<file path="config.mk">
export PLATFORM = sky130hd
export DESIGN_NAME = grf_wport_arb
export DESIGN_NICKNAME = d
export VERILOG_FILES = /design/src/rtl/grf_wport_arb.sv
export SDC_FILE = /design/constraint.sdc
export NUM_CORES = 1
export LEC_CHECK = 0
export ABC_AREA = 1
export CORE_MARGIN = 2
export CORE_UTILIZATION = 30
export CTS_CLUSTER_SIZE = 8
export DETAILED_ROUTE_END_ITERATION = 7
export GPL_TIMING_DRIVEN = 0
export SYNTH_ARGS = -nofsm -noshare
export SYNTH_HDL_FRONTEND = slang
export SYNTH_SLANG_ARGS = --single-unit
</file>
<file path="constraint.sdc">
create_clock -name clk -period 6.92 [get_ports clk]
set_input_delay 1.384 -clock clk [delete_from_list [all_inputs] [get_ports clk]]
set_output_delay 1.384 -clock clk [all_outputs]
set_load 0.02 [all_outputs]
</file>
<file path="src/rtl/grf_wport_arb.sv">
// GRF write-port arbiter: W-stage writeback has priority, the aux requester is queued and
// protected from starvation. Define GRF_WARB_STATS_EN to add grant/stall counters.
module grf_wport_arb #(
   parameter int AUX_DEPTH  = 2,
   parameter int STARVE_MAX = 4
) (
   input  logic        clk,
   input  logic        reset,
   input  logic        w_valid,
   input  logic [4:0]  w_addr,
   input  logic [31:0] w_data,
   input  logic [31:0] w_pc,
   output logic        w_ready,
   input  logic        a_valid,
   input  logic [4:0]  a_addr,
   input  logic [31:0] a_data,
   input  logic [31:0] a_pc,
   output logic        a_ready,
   output logic        grf_wen,
   output logic [4:0]  grf_addr,
   output logic [31:0] grf_data,
   output logic [31:0] grf_wpc,
   output logic [31:0] a_pend_mask,
   output logic        a_full
`ifdef GRF_WARB_STATS_EN
   ,
   output logic [31:0] stat_w_grants,
   output logic [31:0] stat_a_grants,
   output logic [31:0] stat_w_stalls
`endif
);

   localparam int PW = $clog2(AUX_DEPTH);
   localparam int CW = $clog2(STARVE_MAX + 1);
   localparam logic [CW-1:0] CNT_MAX = CW'(STARVE_MAX);

   localparam logic [0:0] PRIO_W  = 1'b0;
   localparam logic [0:0] FORCE_A = 1'b1;

   logic [4:0]           fifoAddr [AUX_DEPTH];
   logic [31:0]          fifoData [AUX_DEPTH];
   logic [31:0]          fifoPc   [AUX_DEPTH];
   logic [AUX_DEPTH-1:0] entValid, entValidNext;
   logic [PW:0]          wrPtr, rdPtr;
   logic [PW-1:0]        wrIdx, rdIdx;
   logic                 fifoEmpty, fifoFull;
   logic                 push, pop;
   logic [0:0]           state, stateNext;
   logic [CW-1:0]        starveCnt, cntNext;
   logic [31:0]          maskNext;
   logic [4:0]           slotAddr;

   assign wrIdx     = wrPtr[PW-1:0];
   assign rdIdx     = rdPtr[PW-1:0];
   assign fifoEmpty = (wrPtr == rdPtr);
   // Extra pointer bit distinguishes full from empty when the index bits match.
   assign fifoFull  = (wrPtr[PW] != rdPtr[PW]) && (wrIdx == rdIdx);

   assign a_full  = fifoFull;
   assign a_ready = !fifoFull;
   assign w_ready = (state == PRIO_W) && w_valid;
   assign push    = a_valid && !fifoFull;
   assign pop     = !fifoEmpty && ((state == FORCE_A) || !w_valid);

   always_comb begin
      cntNext   = starveCnt;
      stateNext = PRIO_W;
      if (pop)
         cntNext = '0;
      else if (!fifoEmpty && (starveCnt != CNT_MAX))
         cntNext = starveCnt + 1'b1;
      if ((state == PRIO_W) && (cntNext == CNT_MAX))
         stateNext = FORCE_A;
   end

   // Pending mask is rebuilt per slot so duplicate addresses stay set until their last entry retires.
   always_comb begin
      entValidNext = entValid;
      maskNext     = '0;
      slotAddr     = '0;
      if (pop)  entValidNext[rdIdx] = 1'b0;
      if (push) entValidNext[wrIdx] = 1'b1;
      for (int i = 0; i < AUX_DEPTH; i++) begin
         slotAddr = (push && (wrIdx == PW'(i))) ? a_addr : fifoAddr[i];
         if (entValidNext[i] && (slotAddr != 5'd0))
            maskNext[slotAddr] = 1'b1;
      end
   end

   // NOTE: storage needs no reset; occupancy comes from the pointers and entValid alone.
   always_ff @(posedge clk) begin
      if (push) begin
         fifoAddr[wrIdx] <= a_addr;
         fifoData[wrIdx] <= a_data;
         fifoPc[wrIdx]   <= a_pc;
      end
   end

   always_ff @(posedge clk) begin
      if (reset) begin
         wrPtr       <= '0;
         rdPtr       <= '0;
         entValid    <= '0;
         state       <= PRIO_W;
         starveCnt   <= '0;
         a_pend_mask <= '0;
         grf_wen     <= 1'b0;
         grf_addr    <= '0;
         grf_data    <= '0;
         grf_wpc     <= '0;
      end else begin
         if (push) wrPtr <= wrPtr + 1'b1;
         if (pop)  rdPtr <= rdPtr + 1'b1;
         entValid    <= entValidNext;
         state       <= stateNext;
         starveCnt   <= cntNext;
         a_pend_mask <= maskNext;
         if (w_ready) begin
            grf_wen  <= (w_addr != 5'd0);
            grf_addr <= w_addr;
            grf_data <= w_data;
            grf_wpc  <= w_pc;
         end else if (pop) begin
            grf_wen  <= (fifoAddr[rdIdx] != 5'd0);
            grf_addr <= fifoAddr[rdIdx];
            grf_data <= fifoData[rdIdx];
            grf_wpc  <= fifoPc[rdIdx];
         end else begin
            grf_wen  <= 1'b0;
         end
      end
   end

`ifdef GRF_WARB_STATS_EN
   always_ff @(posedge clk) begin
      if (reset) begin
         stat_w_grants <= '0;
         stat_a_grants <= '0;
         stat_w_stalls <= '0;
      end else begin
         if (w_ready)              stat_w_grants <= stat_w_grants + 1'b1;
         if (pop)                  stat_a_grants <= stat_a_grants + 1'b1;
         if (w_valid && !w_ready)  stat_w_stalls <= stat_w_stalls + 1'b1;
      end
   end
`endif

endmodule
</file>
## Word level (Yosys, flattened, before mapping)

Memory sizes are Yosys's and may differ from the RTL's. A register that Yosys moved wholly into a read port is not among the register bits.
Index checks and enable logic that the tools add are counted.

| word-level totals | value |
|---|---|
| flip-flop bits (word level) | 112 |
| bits in writable memories | 138 |
| bits of input ports | 142 |
| output and inout port bits | 105 |
| logic and storage cells | 91 |
| memories kept | 3 |

Memory list:

| memory | depth | bits a word | rd ports | clocked after memory_dff | write ports | RTL line | source |
|---|---|---|---|---|---|---|---|
| fifoData | 2 | 32 | 1 | 1 | 1 | 41 | `logic [31:0] fifoData [AUX_DEPTH];` |
| fifoPc | 2 | 32 | 1 | 1 | 1 | 42 | `logic [31:0] fifoPc [AUX_DEPTH];` |
| fifoAddr | 2 | 5 | 3 | 1 | 1 | 40 | `logic [4:0] fifoAddr [AUX_DEPTH];` |

| operators by class | value |
|---|---|
| add/sub/neg operators | 3 |
| $lt $le $gt $ge | 8 |
| eq/ne operators | 5 |
| mux-type cells | 33 |
| bitwise gates (word level) | 6 |
| reductions and logical operators | 23 |

Operator list:

| kind | number |
|---|---|
| $mux 32 | 6 |
| $or 32x32->32 | 1 |
| $mux 5 | 4 |
| $reduce_bool 5->1 | 4 |
| $mux 1 | 15 |
| $logic_and 1x1->1 | 14 |
| $lt 5x6->1 const B | 2 |
| $demux 1 s5 | 2 |
| $ge 5x1->1 const B | 2 |
| $mux 3 | 2 |
| $add 2x1->2 const B | 2 |
| $lt 1x2->1 const B | 2 |
| $mux 2 | 2 |
| $add 3x1->3 const B | 1 |
| $eq 3x3->1 const B | 1 |
| $logic_not 1->1 | 3 |
| $ne 3x3->1 const B | 1 |
| $and 2x2->2 | 1 |
| $demux 1 s1 | 2 |
| $eq 2x2->1 | 1 |
| $ge 1x1->1 const B | 2 |
| $not 1->1 | 2 |
| $not 2->2 | 1 |
| $or 2x2->2 | 1 |
| 4 further kinds | 4 |

## Longest topological paths before layout

| logic depth | value |
|---|---|
| depth in word-level cells | 13 |
| depth in mapped cells | 16 |
| gate-level depth less buffers | 14 |

## Least setup slack after synthesis

No wires, ideal clock.

| timing | value |
|---|---|
| path kind | input port to flip-flop |
| from | input port a_valid |
| to | memory fifoAddr[1][0], enable pin |
| setup time | 0.424 ns |
| data arrival time | 3.218 ns |
| required time | 6.496 ns |
| path slack | 3.279 ns |
| stages on the path | 4 |
| path buffers | 2 |
| path through | clkbuf_2 -> nand3_4 -> buf_6 -> inv_1 |

| between the ends | value |
|---|---|
| cells in the longest elaborated chain, start to end | 3 |

RTL lines:

| element | RTL line | source |
|---|---|---|
| start, declared | 14 | `input logic a_valid,` |
| $logic_and 1x1->1 | 62 | `assign push = a_valid && !fifoFull;` |
| $mux 1 | 92 | `if (push) begin` |
| $mux 1 (not written as such) | 93 | `fifoAddr[wrIdx] <= a_addr;` |
| end, declared | 40 |  |

Every way passes these cells.

## Worst setup path in the final report

| timing | value |
|---|---|
| from | input port w_valid |
| to | output port w_ready |

| between the ends | value |
|---|---|
| cells in the longest elaborated chain, start to end | 1 |

RTL lines:

| element | RTL line | source |
|---|---|---|
| start, declared | 9 | `input logic w_valid,` |
| $logic_and 1x1->1 | 61 | `assign w_ready = (state == PRIO_W) && w_valid;` |
| end, declared | 13 | `output logic w_ready,` |

Every way passes these cells.

==> flow_summary.toml <==
[run_status]
status = "finished clean"

[route]
vias_per_cell = 4.736
drc = 0
num_vias = 8373
drt-met1-wl_um = 12090
wirelength_um = 29860
wl_met2_um = 14600
wl_met3_um = 1972
drt_iter0_markers = 672
dr.pass1.iters = 5
top_layer_used = "met5"
wl_per_cell_um = 16.89
ant_nets = 0

[floorplan]
die-width_um = 186.5
core_um2 = 32700
start_util_pct = 30.56
rows = 66
dieHeight_um = 186.5
ios = 247
dieArea_um2 = 34790

[worst_setup_path]
worst-endpoint-required_ps = 5540
r2r_start = "wrPtr[0]$_SDFFE_PP0N_"
path_class = "in -> out"
cp-endpoint = "w_ready"
critical_path_arrival_ps = 2860
endpoint_kind = "output pin"
rrSetupSlack_ps = 4760
cp_max_fo = 8
crit_start = "w_valid"
reg2reg_to = "grf_data[16]$_SDFFE_PP0P_"
reg2reg_depth = 11
worst_setup_path_start_kind = "primary input"

[yosys]
synth.avg_cell_area_um2 = 9.886
ys.flop_type = "edfxtp_1"
synth-async-reset-ratio_pct = 0
seq_area_frac_synth_pct = 64.10
yosysWarningCount = 0
synth_fp_nets = 1155
synthCells = 1011
yosysTopAreaCell = "edfxtp_1"
synth_top_area_share_pct = 41.46
synth_edf_count = 138
synth.distinct_cells = 39
ys_ff_latch = 251
synth.area.top_cells = "edfxtp_1 (41%), dfxtp_1 (23%), nand2_1 (8.5%)"
synthesis.area_um2 = 9995

[clocking]
path_clk_slew_ps = 50
clockRootBuffer = "clkbuf_16"
cts_buffers = 37
post_cts_resize_count = 0
cts.path.max_buffers = 3
cts_num_sinks = 251
cts_hold_buf = 0
clkLatencyLatePin_ps = 520
htree_levels = 2
cts_tree = "done"
post_cts_buffers = 0

[placement]
place.gp.congestion = 0.8961
placed_cell_area_um2 = 13060
hpwl_um = 21560
port_buffers = 245

[timing]
slew_viol_final = 0
worstMarginPinSlew_ps = 845.2
hold_violations = 0
final.period_utilization_pct = 61.26
clock_skew_ps = 16.68
fin_setup_tns_ps = 0
slew_headroom_pct = 43.66
post-route-min-period_ps = 4239
rsz0062_at_grt = "no"
setup_viol = 0
fmax_mhz = 235.9

[finish]
final_cell_mix = "clkdlybuf4s50_1 (245), nand2_1 (225), edfxtp_1 (138)"
seq_area_um2 = 6406
final_nets = 1441
area_growth_syn_to_layout_pct = 41.77
drive_above_1_share_pct = 6.722
fin_area_um2 = 14170
fillers = 3182
multi_input_area_um2 = 3144
final_common_cell = "clkdlybuf4s50_1"

[power]
switching_share_pct = 27.37
p_switching_mw = 1.155
pwr-share-seq_pct = 41.9
power_density_nw_per_um2 = 297.7
leakage_nw = 5.252
power.clock.fraction_pct = 40.0
intPower_mw = 3.064
p_total_mw = 4.219
p_comb_share_pct = 18.2
ir_worst_vdd_mv = 0.1795

[global_routing]
grt_usage_pct = 16.86
overflow = 0
grt_pass1_vias = 8286
grt_pass1_wl_um = 45970
grt_max_degree = 55
antenna_found_initial = 4

[hold_path]
min_path_type = "reg -> reg"

[job]
cap_violations = 0
[cell type report]
| type | count | area share [%] |
|---|---|---|
| multi-input cells | 653 | 22.19 |
| flip-flops and latches | 251 | 45.21 |
| clock buffers | 64 | 7.541 |
| clock inverters | 2 | 0.2561 |
| inverters | 45 | 1.245 |
| well taps | 442 | 3.903 |
| diodes | 2 | 0.03532 |
| repair buffers | 247 | 17.70 |
| plain buffers | 62 | 1.925 |
[cell usage after synthesis (5+ instances only)]
library cell / number
a21oi_1: 86
buf_1: 9
clkbuf_1: 43
dfxtp_1: 113
edfxtp_1: 138
inv_1: 39
nand2_1: 225
nand2_2: 8
nand3_1: 108
nand4_1: 17
nor2_1: 25
nor2_2: 7
o21ai_0: 132
o21ai_1: 9
o21ai_2: 5
o22ai_1: 5
[sequential cells by signal, summed over array words and instances, names as in the netlist, 3 cells and up, named ones only]
| register | count |
|---|---|
| fifoData | 64 |
| fifoPc | 64 |
| a_pend_mask | 32 |
| grf_data | 32 |
| grf_wpc | 32 |
| fifoAddr | 10 |
| grf_addr | 5 |
| starveCnt | 3 |
[power by group through the flow]
stage | Clock, mW | Combinational (mW) | Sequential, mW
3_5_place_dp | 0 | 0.770 | 1.79
4_1_cts | 1.73 | 0.773 | 1.77
5_1_grt | 1.80 | 0.839 | 1.78
2_1_floorplan | 0 | 0.330 | 1.87
3_3_place_gp | 0 | 0.754 | 1.80
6_report | 1.69 | 0.766 | 1.77
[stage by stage]
stage / instances / util [%] / hold slack, ps / worst slack [ps]
after detailed placement: 1700 / 39.94 / 469.8 / 2689
after CTS: 1766 / 43.32 / 473.8 / 2669
final: 1768 / 43.33 / 468.6 / 2681
after floorplan: 1011 / - / 458.5 / 3279
after global routing: 1766 / 43.32 / 500.5 / 2625
after global placement: 1698 / 39.75 / 467.2 / 2234
[cell families after synthesis]
logic type	count (synthesis)	synth area share [%]
AO/OA/AOI/OAI	243	12.67
other	1	0.03752
XOR/XNOR	2	0.1753
AND/OR/NAND/NOR	405	18.33
flip-flops	251	64.10
adder cells (fa/ha/maj)	2	0.2503
buffers and inverters	107	4.444
[critical path: stages]
cell	delay (ps)
clkdlybuf4s50_1	430
nand2_2	160
clkinv_1	250
clkdlybuf4s50_1	620
[per-layer routing]
metal / vias to the layer above / global-route usage [%]
met1: 3895 / 20.17
met4: 4 / 6.899
met5: - / 0
met2: 298 / 28.98
li1: 4102 / -
met3: 74 / 4.269
[how the worst min path moves through the flow]
stage	to	cells past startpoint	startpoint	slack [ps]
after floorplan	rdPtr[1]$_SDFFE_PP0N_	2	rdPtr[1]$_SDFFE_PP0N_	460
after global placement	grf_addr[2]$_SDFFE_PP0P_	2	grf_addr[2]$_SDFFE_PP0P_	470
after detailed placement	grf_addr[1]$_SDFFE_PP0P_	2	grf_addr[1]$_SDFFE_PP0P_	470
after CTS	grf_addr[1]$_SDFFE_PP0P_	2	grf_addr[1]$_SDFFE_PP0P_	470
after global routing	grf_addr[1]$_SDFFE_PP0P_	2	grf_addr[1]$_SDFFE_PP0P_	500
final	grf_addr[1]$_SDFFE_PP0P_	2	grf_addr[1]$_SDFFE_PP0P_	470
Power figures use the tool's default switching activity.
